$ cat src/rtl/screen_fetch_if.sv
// rtl/screen_fetch_if.sv - screen fetcher memory request/acknowledge port and VRAM line-buffer write port
interface screen_fetch_if #(
  parameter int MA_W    = 22,
  parameter int VRAM_AW = 13
);
  logic               mreq;
  logic               mack;
  logic [MA_W-1:0]    ma;
  logic [7:0]         cdi;
  logic [VRAM_AW-1:0] vram_a;
  logic [7:0]         vram_do;
  logic               vram_grey;
  logic               vram_we;

  modport master (
    output mreq, ma, vram_a, vram_do, vram_grey, vram_we,
    input  mack, cdi
  );

  modport slave (
    input  mreq, ma, vram_a, vram_do, vram_grey, vram_we,
    output mack, cdi
  );
endinterface

$ cat src/rtl/screen_fetch.sv
// rtl/screen_fetch.sv - LCD character-map fetcher with font select and REV/UND/FLS/GRY decode
// SCREEN_FLASH_EN enables the frame counter that drives FLS blinking.
module screen_fetch #(
  parameter int COLS          = 108,
  parameter int LINES         = 64,
  parameter int ROWS_PER_CHAR = 8,
  parameter int MA_W          = 22,
  parameter int VRAM_AW       = 13,
  parameter int FLASH_FRAMES  = 32,
  localparam int COL_W  = $clog2(COLS),
  localparam int LIN_W  = $clog2(LINES),
  localparam int RPC_W  = $clog2(ROWS_PER_CHAR),
  localparam int CROW_W = $clog2(LINES / ROWS_PER_CHAR),
  localparam int SBR_W  = MA_W - CROW_W - COL_W - 1
) (
  input  logic               mck,
  input  logic               rin_n,
  input  logic               lcdon,
  input  logic [SBR_W-1:0]   sbr,
  input  logic [MA_W-10:0]   pb0,
  input  logic [MA_W-13:0]   pb1,
  input  logic [MA_W-14:0]   pb2,
  input  logic [MA_W-12:0]   pb3,
  screen_fetch_if.master     bus,
  output logic               frame_sync
);

  typedef enum logic [2:0] {IDLE, RQ_AL, RQ_AH, RQ_PX, WR} state_t;

  state_t           state, state_n;
  logic [COL_W-1:0] scol, scol_n;
  logic [LIN_W-1:0] slin, slin_n;
  logic [7:0]       attr_lo;
  logic [4:0]       attr_flg;
  logic             frame_end;
  logic             last_col, last_lin;
  logic             flash_ph;
  logic [RPC_W-1:0] prow;
  logic [MA_W-1:0]  attr_addr, pix_addr;
  logic [9:0]       sba_l;
  logic             hrs_in;
  logic             lores;
  logic [7:0]       pix;

  assign prow     = slin[RPC_W-1:0];
  assign last_col = (scol == COL_W'(COLS - 1));
  assign last_lin = (slin == LIN_W'(LINES - 1));

  always_ff @(posedge mck or negedge rin_n) begin
    if (!rin_n) begin
      state <= IDLE;
    end else begin
      state <= state_n;
    end
  end

  // lcdon low overrides every transition and rewinds the raster
  always_comb begin
    state_n   = state;
    scol_n    = scol;
    slin_n    = slin;
    frame_end = 1'b0;
    case (state)
      IDLE:  if (lcdon) state_n = RQ_AL;
      RQ_AL: if (bus.mack) state_n = RQ_AH;
      RQ_AH: if (bus.mack) state_n = RQ_PX;
      RQ_PX: if (bus.mack) state_n = WR;
      WR: begin
        state_n = RQ_AL;
        if (last_col) begin
          scol_n = '0;
          if (last_lin) begin
            slin_n    = '0;
            frame_end = 1'b1;
          end else begin
            slin_n = slin + LIN_W'(1);
          end
        end else begin
          scol_n = scol + COL_W'(1);
        end
      end
      default: state_n = IDLE;
    endcase
    if (!lcdon) begin
      state_n   = IDLE;
      scol_n    = '0;
      slin_n    = '0;
      frame_end = 1'b0;
    end
  end

  // Attribute word sits at {sbr, char row, scol, b}; counters used are those of the cell being entered
  always_comb begin
    attr_addr = (MA_W'(sbr) << (CROW_W + COL_W + 1))
              | (MA_W'(slin_n >> RPC_W) << (COL_W + 1))
              | (MA_W'(scol_n) << 1);
  end

  // Font selection uses the high attribute byte while it is still on cdi
  always_comb begin
    sba_l  = {bus.cdi[1:0], attr_lo};
    hrs_in = bus.cdi[5];
    if (!hrs_in) begin
      if (sba_l[8:6] == 3'd7) begin
        pix_addr = (MA_W'({pb0, sba_l[5:0]}) << RPC_W) | MA_W'(prow);
      end else begin
        pix_addr = (MA_W'({pb1, sba_l[8:0]}) << RPC_W) | MA_W'(prow);
      end
    end else begin
      if (sba_l[9:8] == 2'd3) begin
        pix_addr = (MA_W'({pb3, sba_l[7:0]}) << RPC_W) | MA_W'(prow);
      end else begin
        pix_addr = (MA_W'({pb2, sba_l[9:0]}) << RPC_W) | MA_W'(prow);
      end
    end
  end

  // attr_flg = {HRS, REV, FLS, GRY, UND}
  always_comb begin
    lores = !attr_flg[4];
    pix   = bus.cdi;
    if (lores) pix = pix & 8'h3F;
    if (attr_flg[0] && lores && (prow == RPC_W'(ROWS_PER_CHAR - 1))) pix = 8'h3F;
    if (attr_flg[3]) pix = pix ^ (lores ? 8'h3F : 8'hFF);
    if (attr_flg[2] && flash_ph) pix = 8'h00;
  end

  always_ff @(posedge mck or negedge rin_n) begin
    if (!rin_n) begin
      scol          <= '0;
      slin          <= '0;
      attr_lo       <= '0;
      attr_flg      <= '0;
      frame_sync    <= 1'b0;
      bus.mreq      <= 1'b0;
      bus.ma        <= '0;
      bus.vram_a    <= '0;
      bus.vram_do   <= '0;
      bus.vram_grey <= 1'b0;
      bus.vram_we   <= 1'b0;
    end else begin
      scol        <= scol_n;
      slin        <= slin_n;
      frame_sync  <= frame_end;
      bus.mreq    <= (state_n == RQ_AL) || (state_n == RQ_AH) || (state_n == RQ_PX);
      bus.vram_we <= (state_n == WR);
      if (state == RQ_AL && state_n == RQ_AH) attr_lo <= bus.cdi;
      if (state == RQ_AH && state_n == RQ_PX) attr_flg <= bus.cdi[5:1];
      // ma only moves on a state change so a stalled request keeps its address
      if (state_n != state) begin
        if (state_n == RQ_AL) bus.ma <= attr_addr;
        else if (state_n == RQ_AH) bus.ma <= attr_addr | MA_W'(1);
        else if (state_n == RQ_PX) bus.ma <= pix_addr;
      end
      if (state == RQ_PX && state_n == WR) begin
        bus.vram_a    <= VRAM_AW'(slin) * VRAM_AW'(COLS) + VRAM_AW'(scol);
        bus.vram_do   <= pix;
        bus.vram_grey <= attr_flg[1];
      end
    end
  end

`ifdef SCREEN_FLASH_EN
  localparam int FF_W = (FLASH_FRAMES > 1) ? $clog2(FLASH_FRAMES) : 1;

  logic [FF_W-1:0] frame_cnt;
  logic            flash_q;

  always_ff @(posedge mck or negedge rin_n) begin
    if (!rin_n) begin
      frame_cnt <= '0;
      flash_q   <= 1'b0;
    end else if (frame_sync) begin
      if (frame_cnt == FF_W'(FLASH_FRAMES - 1)) begin
        frame_cnt <= '0;
        flash_q   <= !flash_q;
      end else begin
        frame_cnt <= frame_cnt + FF_W'(1);
      end
    end
  end

  assign flash_ph = flash_q;
`else
  assign flash_ph = 1'b0;
`endif

endmodule

$ cat src/flat_wrapper.sv
// flat-port wrapper written by rule: the top's interface ports become plain ports
module screen_fetch_flat 
#(
  parameter int COLS          = 108,
  parameter int LINES         = 64,
  parameter int ROWS_PER_CHAR = 8,
  parameter int MA_W          = 22,
  parameter int VRAM_AW       = 13,
  parameter int FLASH_FRAMES  = 32,
  localparam int COL_W  = $clog2(COLS),
  localparam int LIN_W  = $clog2(LINES),
  localparam int RPC_W  = $clog2(ROWS_PER_CHAR),
  localparam int CROW_W = $clog2(LINES / ROWS_PER_CHAR),
  localparam int SBR_W  = MA_W - CROW_W - COL_W - 1
)
  (mck, rin_n, lcdon, sbr, pb0, pb1, pb2, pb3, frame_sync, bus_mreq, bus_ma, bus_vram_a, bus_vram_do, bus_vram_grey, bus_vram_we, bus_mack, bus_cdi);
  screen_fetch_if #(.MA_W(MA_W), .VRAM_AW(VRAM_AW)) bus_i ();
  input  logic mck;
  input  logic rin_n;
  input  logic lcdon;
  input  logic [SBR_W-1:0] sbr;
  input  logic [MA_W-10:0] pb0;
  input  logic [MA_W-13:0] pb1;
  input  logic [MA_W-14:0] pb2;
  input  logic [MA_W-12:0] pb3;
  output logic frame_sync;
  output wire logic [$bits(bus_i.mreq)-1:0] bus_mreq;
  output wire logic [$bits(bus_i.ma)-1:0] bus_ma;
  output wire logic [$bits(bus_i.vram_a)-1:0] bus_vram_a;
  output wire logic [$bits(bus_i.vram_do)-1:0] bus_vram_do;
  output wire logic [$bits(bus_i.vram_grey)-1:0] bus_vram_grey;
  output wire logic [$bits(bus_i.vram_we)-1:0] bus_vram_we;
  input wire logic [$bits(bus_i.mack)-1:0] bus_mack;
  input wire logic [$bits(bus_i.cdi)-1:0] bus_cdi;
  assign bus_mreq = bus_i.mreq;
  assign bus_ma = bus_i.ma;
  assign bus_vram_a = bus_i.vram_a;
  assign bus_vram_do = bus_i.vram_do;
  assign bus_vram_grey = bus_i.vram_grey;
  assign bus_vram_we = bus_i.vram_we;
  assign bus_i.mack = bus_mack;
  assign bus_i.cdi = bus_cdi;
  screen_fetch #(.COLS(COLS), .LINES(LINES), .ROWS_PER_CHAR(ROWS_PER_CHAR), .MA_W(MA_W), .VRAM_AW(VRAM_AW), .FLASH_FRAMES(FLASH_FRAMES)) u_core (.mck(mck), .rin_n(rin_n), .lcdon(lcdon), .sbr(sbr), .pb0(pb0), .pb1(pb1), .pb2(pb2), .pb3(pb3), .bus(bus_i), .frame_sync(frame_sync));
endmodule
$ cat config.mk
export PLATFORM = sky130hd
export DESIGN_NAME = screen_fetch_flat
export DESIGN_NICKNAME = d
export VERILOG_FILES = /design/src/rtl/screen_fetch_if.sv /design/src/rtl/screen_fetch.sv /design/src/flat_wrapper.sv
export SDC_FILE = /design/constraint.sdc
export NUM_CORES = 1
export LEC_CHECK = 0
export BUFFER_PORTS_ARGS = -buffer_cell sky130_fd_sc_hd__buf_2
export CAP_MARGIN = 30
export CORE_AREA = 4 4 108 136
export DETAILED_ROUTE_END_ITERATION = 16
export DIE_AREA = 0 0 112 140
export PLACE_DENSITY_LB_ADDON = 0.05
export SYNTH_ARGS = -nofsm -noshare
export SYNTH_HDL_FRONTEND = slang
export SYNTH_SLANG_ARGS = --single-unit
$ cat constraint.sdc
create_clock -name mck -period 5.3 [get_ports mck]
set_clock_uncertainty 0.05 [all_clocks]
set_input_delay 0.53 -clock mck [delete_from_list [all_inputs] [get_ports mck]]
set_output_delay 0.53 -clock mck [all_outputs]
set_load 0.02 [all_outputs]
; Word level (Yosys, flattened, before mapping)
; Index checks and enable logic that the tools add are counted.
; Widths: inputs -> output; s select.
[totals]
regBits = 76
in_bits = 66
word_cells = 79
[classes]
addsub = 3
mul = 1
eq_ne = 16
n_mux = 26
bitwise_logic = 7
reduce_logical = 13
[op_table]
columns = op, n
row1 = $mux 22, 6
row2 = $or 22x3->22, 4
row3 = $mux 8, 4
row4 = $mux 6, 4
row5 = $or 22x11->22, 1
row6 = $or 22x8->22, 1
row7 = $mux 7, 3
row8 = $add 13x7->13, 1
row9 = $eq 3x2->1 const B, 4
row10 = $eq 3x3->1 const B, 4
row11 = $mux 3, 4
row12 = $pmux 3 s4, 1
row13 = $mul 6x5->11 const B, 1
row14 = $xor 8x8->8, 1
row15 = $add 7x1->7 const B, 1
row16 = $eq 7x7->1 const B, 1
row17 = $add 6x1->6 const B, 1
row18 = $eq 3x1->1 const B, 2
row19 = $eq 6x6->1 const B, 1
row20 = $logic_and 1x1->1, 5
row21 = $mux 1, 4
row22 = $ne 2x1->1 const B, 2
row23 = $reduce_and 2->1, 2
row24 = $logic_not 3->1, 1
row25 = 6 further kinds, 7

; Logic depth before layout (Yosys ltp)
[depth]
depth_word = 9
ltp_mapped = 12

; Worst setup path after synthesis
; No wires, ideal clock.
[synth_timing]
path_kind = reg-to-reg
startpoint = register u_core.slin[2]
endpoint = register u_core.bus.vram_a[12]
setup_time_ns = 0.092
arrival_ns = 3.241
slack_ns = 1.917
path_stages_with_launch = 13
n_path_buf = 0
period_less_slack_ns = 3.383
path_cell_list = dfrtp_1 > ha_1 > inv_1 > fa_1 > fa_1 > inv_1 > ha_1 > nand3_1 > o211ai_1 > o211ai_1 > nor4_2 > a31oi_1 > o31ai_2
[synth_via]
elab_chain_len = 2
[synth_rtl]
columns = element, line_no
row1 = from (decl), screen_fetch.sv:32  ; logic [LIN_W-1:0] slin, slin_n;
row2 = from (signal assigned), screen_fetch.sv:143  ; slin <= slin_n;
row3 = $mul 6x5->11, screen_fetch.sv:156  ; bus.vram_a <= VRAM_AW'(slin) * VRAM_AW'(COLS) + VRAM_AW'(scol);
row4 = $add 13x7->13, screen_fetch.sv:156
row5 = to (signal assigned), screen_fetch.sv:156
row6 = to (decl), screen_fetch_if.sv:16  ; output mreq, ma, vram_a, vram_do, vram_grey, vram_we,
; Every way passes these cells.
; A chain may end at the register's enable or synchronous reset.

; Worst setup path in the final report
[layout_timing]
startpoint = register u_core.slin[0]
endpoint = register u_core.bus.vram_a[12]
; The elaborated chain is that of the path after synthesis.

==> impl_metrics.ini <==
[clock_network]
insertion_delay_ns = 0.34
numCtsBuffers = 9
post_cts_buffers = 0
cts_tree = built
cts_resized = 0
cts_max_level = 3
clock_path_buffers = 2
cts_root_buf = clkbuf_16
numClockSinks = 75
clkTransAtPathRegs_ns = 0.06
hold_buffers = 0

[timing]
rsz0062_at_grt = no
worst_pin_slew_ns = 0.695
slew_viol_final = 0
timing.slew.headroom_pct = 53.5
finalHoldViolCount = 0
finalCritPeriodShare_pct = 69.5
hold_slack_ns = 0.0811
setup_tns_ns = 0
finalCriticalPeriod_ns = 3.68
setup_viol = 0
fmax_ghz = 0.272

[global_routing]
grt_pass1_vias = 4111
antenna_found_initial = 0
gr-total-overflow = 0
grt_use_total_pct = 16.5
grt_max_degree = 47
grt_pass1_wl_mm = 20.9

[synthesis]
seq_area_frac_synth_pct = 40.6
yosysUniqueCellTypes = 56
ys_seq_elements = 75
syn_area_um2 = 4620
synth_edf_count = 0
synth_flop_cell = dfrtp_1
async_reset_ff_share_pct = 100
synthesis.nets = 605
netlist_instances = 503
yosys-top-cells-area = dfrtp_1 41%, ha_1 8.1%, nand2_1 6.2%, a21oi_1 4.3%, nor2_1 4.0%
synth_top_area_share_pct = 40.6
syn_area_per_cell_um2 = 9.19
post-synth-top-area-cell = dfrtp_1
yosys_warnings = 0

[pwr]
p_total_mw = 1.86
p_per_area_nw_per_um2 = 327
power.leakage_nw = 2.84
irDropWorstVdd_v = 0.000162

[route]
ant_nets = 0
first_iter_violations = 133
drt_pre_antenna_iters = 4
routed_wl_mm = 12.4
wl_per_cell_um = 15.7
vias_per_cell = 4.96
vias = 3920
drcViolationCount = 0

[floorplanning]
core-area_um2 = 13500
rows = 48
die_w_um = 112
die_area_um2 = 15700
start_util_pct = 34.2
die_h_um = 140
io_pins = 113

[cells_and_area]
final_cell_mix = 111 x buf_2, 76 x nand2_1, 75 x dfrtp_1
drive_above_1_share_pct = 25.2
final_common_cell = buf_2
syn_to_final_growth_pct = 23.0
n_antenna_cell = 0
fillCellCount = 1398
fin_cells = 790
postLayoutCellArea_um2 = 5680
nets = 712

[flow_run]
max_cap_viol_count = 0

[critical_path]
crit_path_start = u_core.slin[0]
path_class = reg -> reg
critical_path_required_ns = 5.50
cp_slowest_stage_delay_ns = 0.51
reg2reg_from = u_core.slin[0]
crit_arrival_ns = 3.88
path_cells = ha_1, inv_1, fa_1, fa_1, inv_1, ha_1, nand3_1, o211ai_1, o211ai_1, nor4_2, a31oi_1, o31ai_2
worstPathMaxFanout = 8
start_kind = register
end_kind = register
cp_slowest_cell = fa_1

[placed_design]
routabilityCongestion = 0.829
port_buffers = 112
place_inst = 774
dpl.hpwl_mm = 9.72
dpl_cell_area_um2 = 5370

[hold_path]
worst_hold_path_type = in -> async

[outcome]
status = complete, no violations
[layer usage]
| metal | global-route usage [%] | up-vias | share of wire (%) |
|---|---|---|---|
| met5 | 0 | - | 0 |
| met4 | 4.18 | 0 | 1.2 |
| met3 | 4.41 | 12 | 5.4 |
| met2 | 30.8 | 96 | 53 |
| met1 | 18.4 | 1833 | 41 |
| li1 | - | 1979 | - |
[metrics by stage]
| step | utilization (%) | worst slack (ns) |
|---|---|---|
| finish | 42.1 | 1.62 |
| global route | 42.1 | 1.24 |
| CTS | 42.1 | 1.59 |
| detailed placement | 39.7 | 1.59 |
| global placement | 39.5 | 1.73 |
| floorplan | - | 1.92 |
[area by class of cell]
type | count | area [um^2] | area share, %
Multi-Input combinational cell | 386 | 2570 | 45.2
Sequential cell | 75 | 1880 | 33.0
Timing Repair Buffer | 117 | 621 | 10.9
Clock buffer | 10 | 229 | 4.03
Tap cell | 175 | 219 | 3.85
Clock inverter | 6 | 90.1 | 1.58
Inverter | 21 | 78.8 | 1.39
[sequential cells by signal (all words and copies together) (netlist names)]
name and flops:
u_core.bus.vram_grey 1, u_core.bus.ma 22, u_core.scol 7, u_core.bus.vram_a 13, u_core.bus.mreq 1, u_core.attr_flg 4
u_core.attr_lo 8, u_core.bus.vram_we 1, u_core.slin 6, u_core.frame_sync 1, u_core.bus.vram_do 8, u_core.state 3
[synthesized netlist by cell type (all sizes together) (4+ instances only)]
library cell and number:
nor2 51, clkbuf 12, a211oi 17, and3 4, nor4 4, inv 21, nand4 4, xnor2 8
a311oi 9, buf 9, nand2 76, nand3 12, nand2b 4, nor3 7, dfrtp 75, a21oi 40
xor2 18, mux2 13, a21o 4, ha 30, and2 12, fa 6, mux2i 8, o21ai 23
[power breakdown]
part | total, mW | switching (mW) | internal (mW)
logic | 0.438 | 0.260 | 0.178
registers | 0.761 | 0.0773 | 0.683
clock network | 0.658 | 0.245 | 0.413
[cell families after synthesis]
logic type / after synthesis / synth area share, %
buffers and inverters: 42 / 3.82
and+or+nand+nor: 186 / 18.8
AOI/OAI and AO/OA: 116 / 16.0
muxes: 21 / 4.90
xor gates and xnor gates: 26 / 4.93
adders and majority gates: 37 / 10.9
DFF: 75 / 40.6
[worst paths after layout]
check / slack (ns) / cells after the start / to
min in group mck: 0.41 / 2 / u_core.attr_lo[3]
setup reg to reg: 1.62 / 12 / u_core.bus.vram_a[12]
setup / recovery: 1.62 / 12 / u_core.bus.vram_a[12]
hold / removal: 0.08 / 1 / u_core.bus.vram_a[12]
max in group asynchronous: 4.55 / 2 / u_core.attr_lo[4]
hold reg to reg: 0.42 / 2 / u_core.bus.vram_a[3]
[worst max-delay path: cells and delay by family (launching register included)]
kind	cells	cell delay [ns]
adder cells (fa/ha/maj)	4	1.63
AO/OA/AOI/OAI	4	0.76
buffers and inverters	2	0.12
flip-flops	1	0.48
AND/OR/NAND/NOR	2	0.54
(Power assumes the default switching activity.)
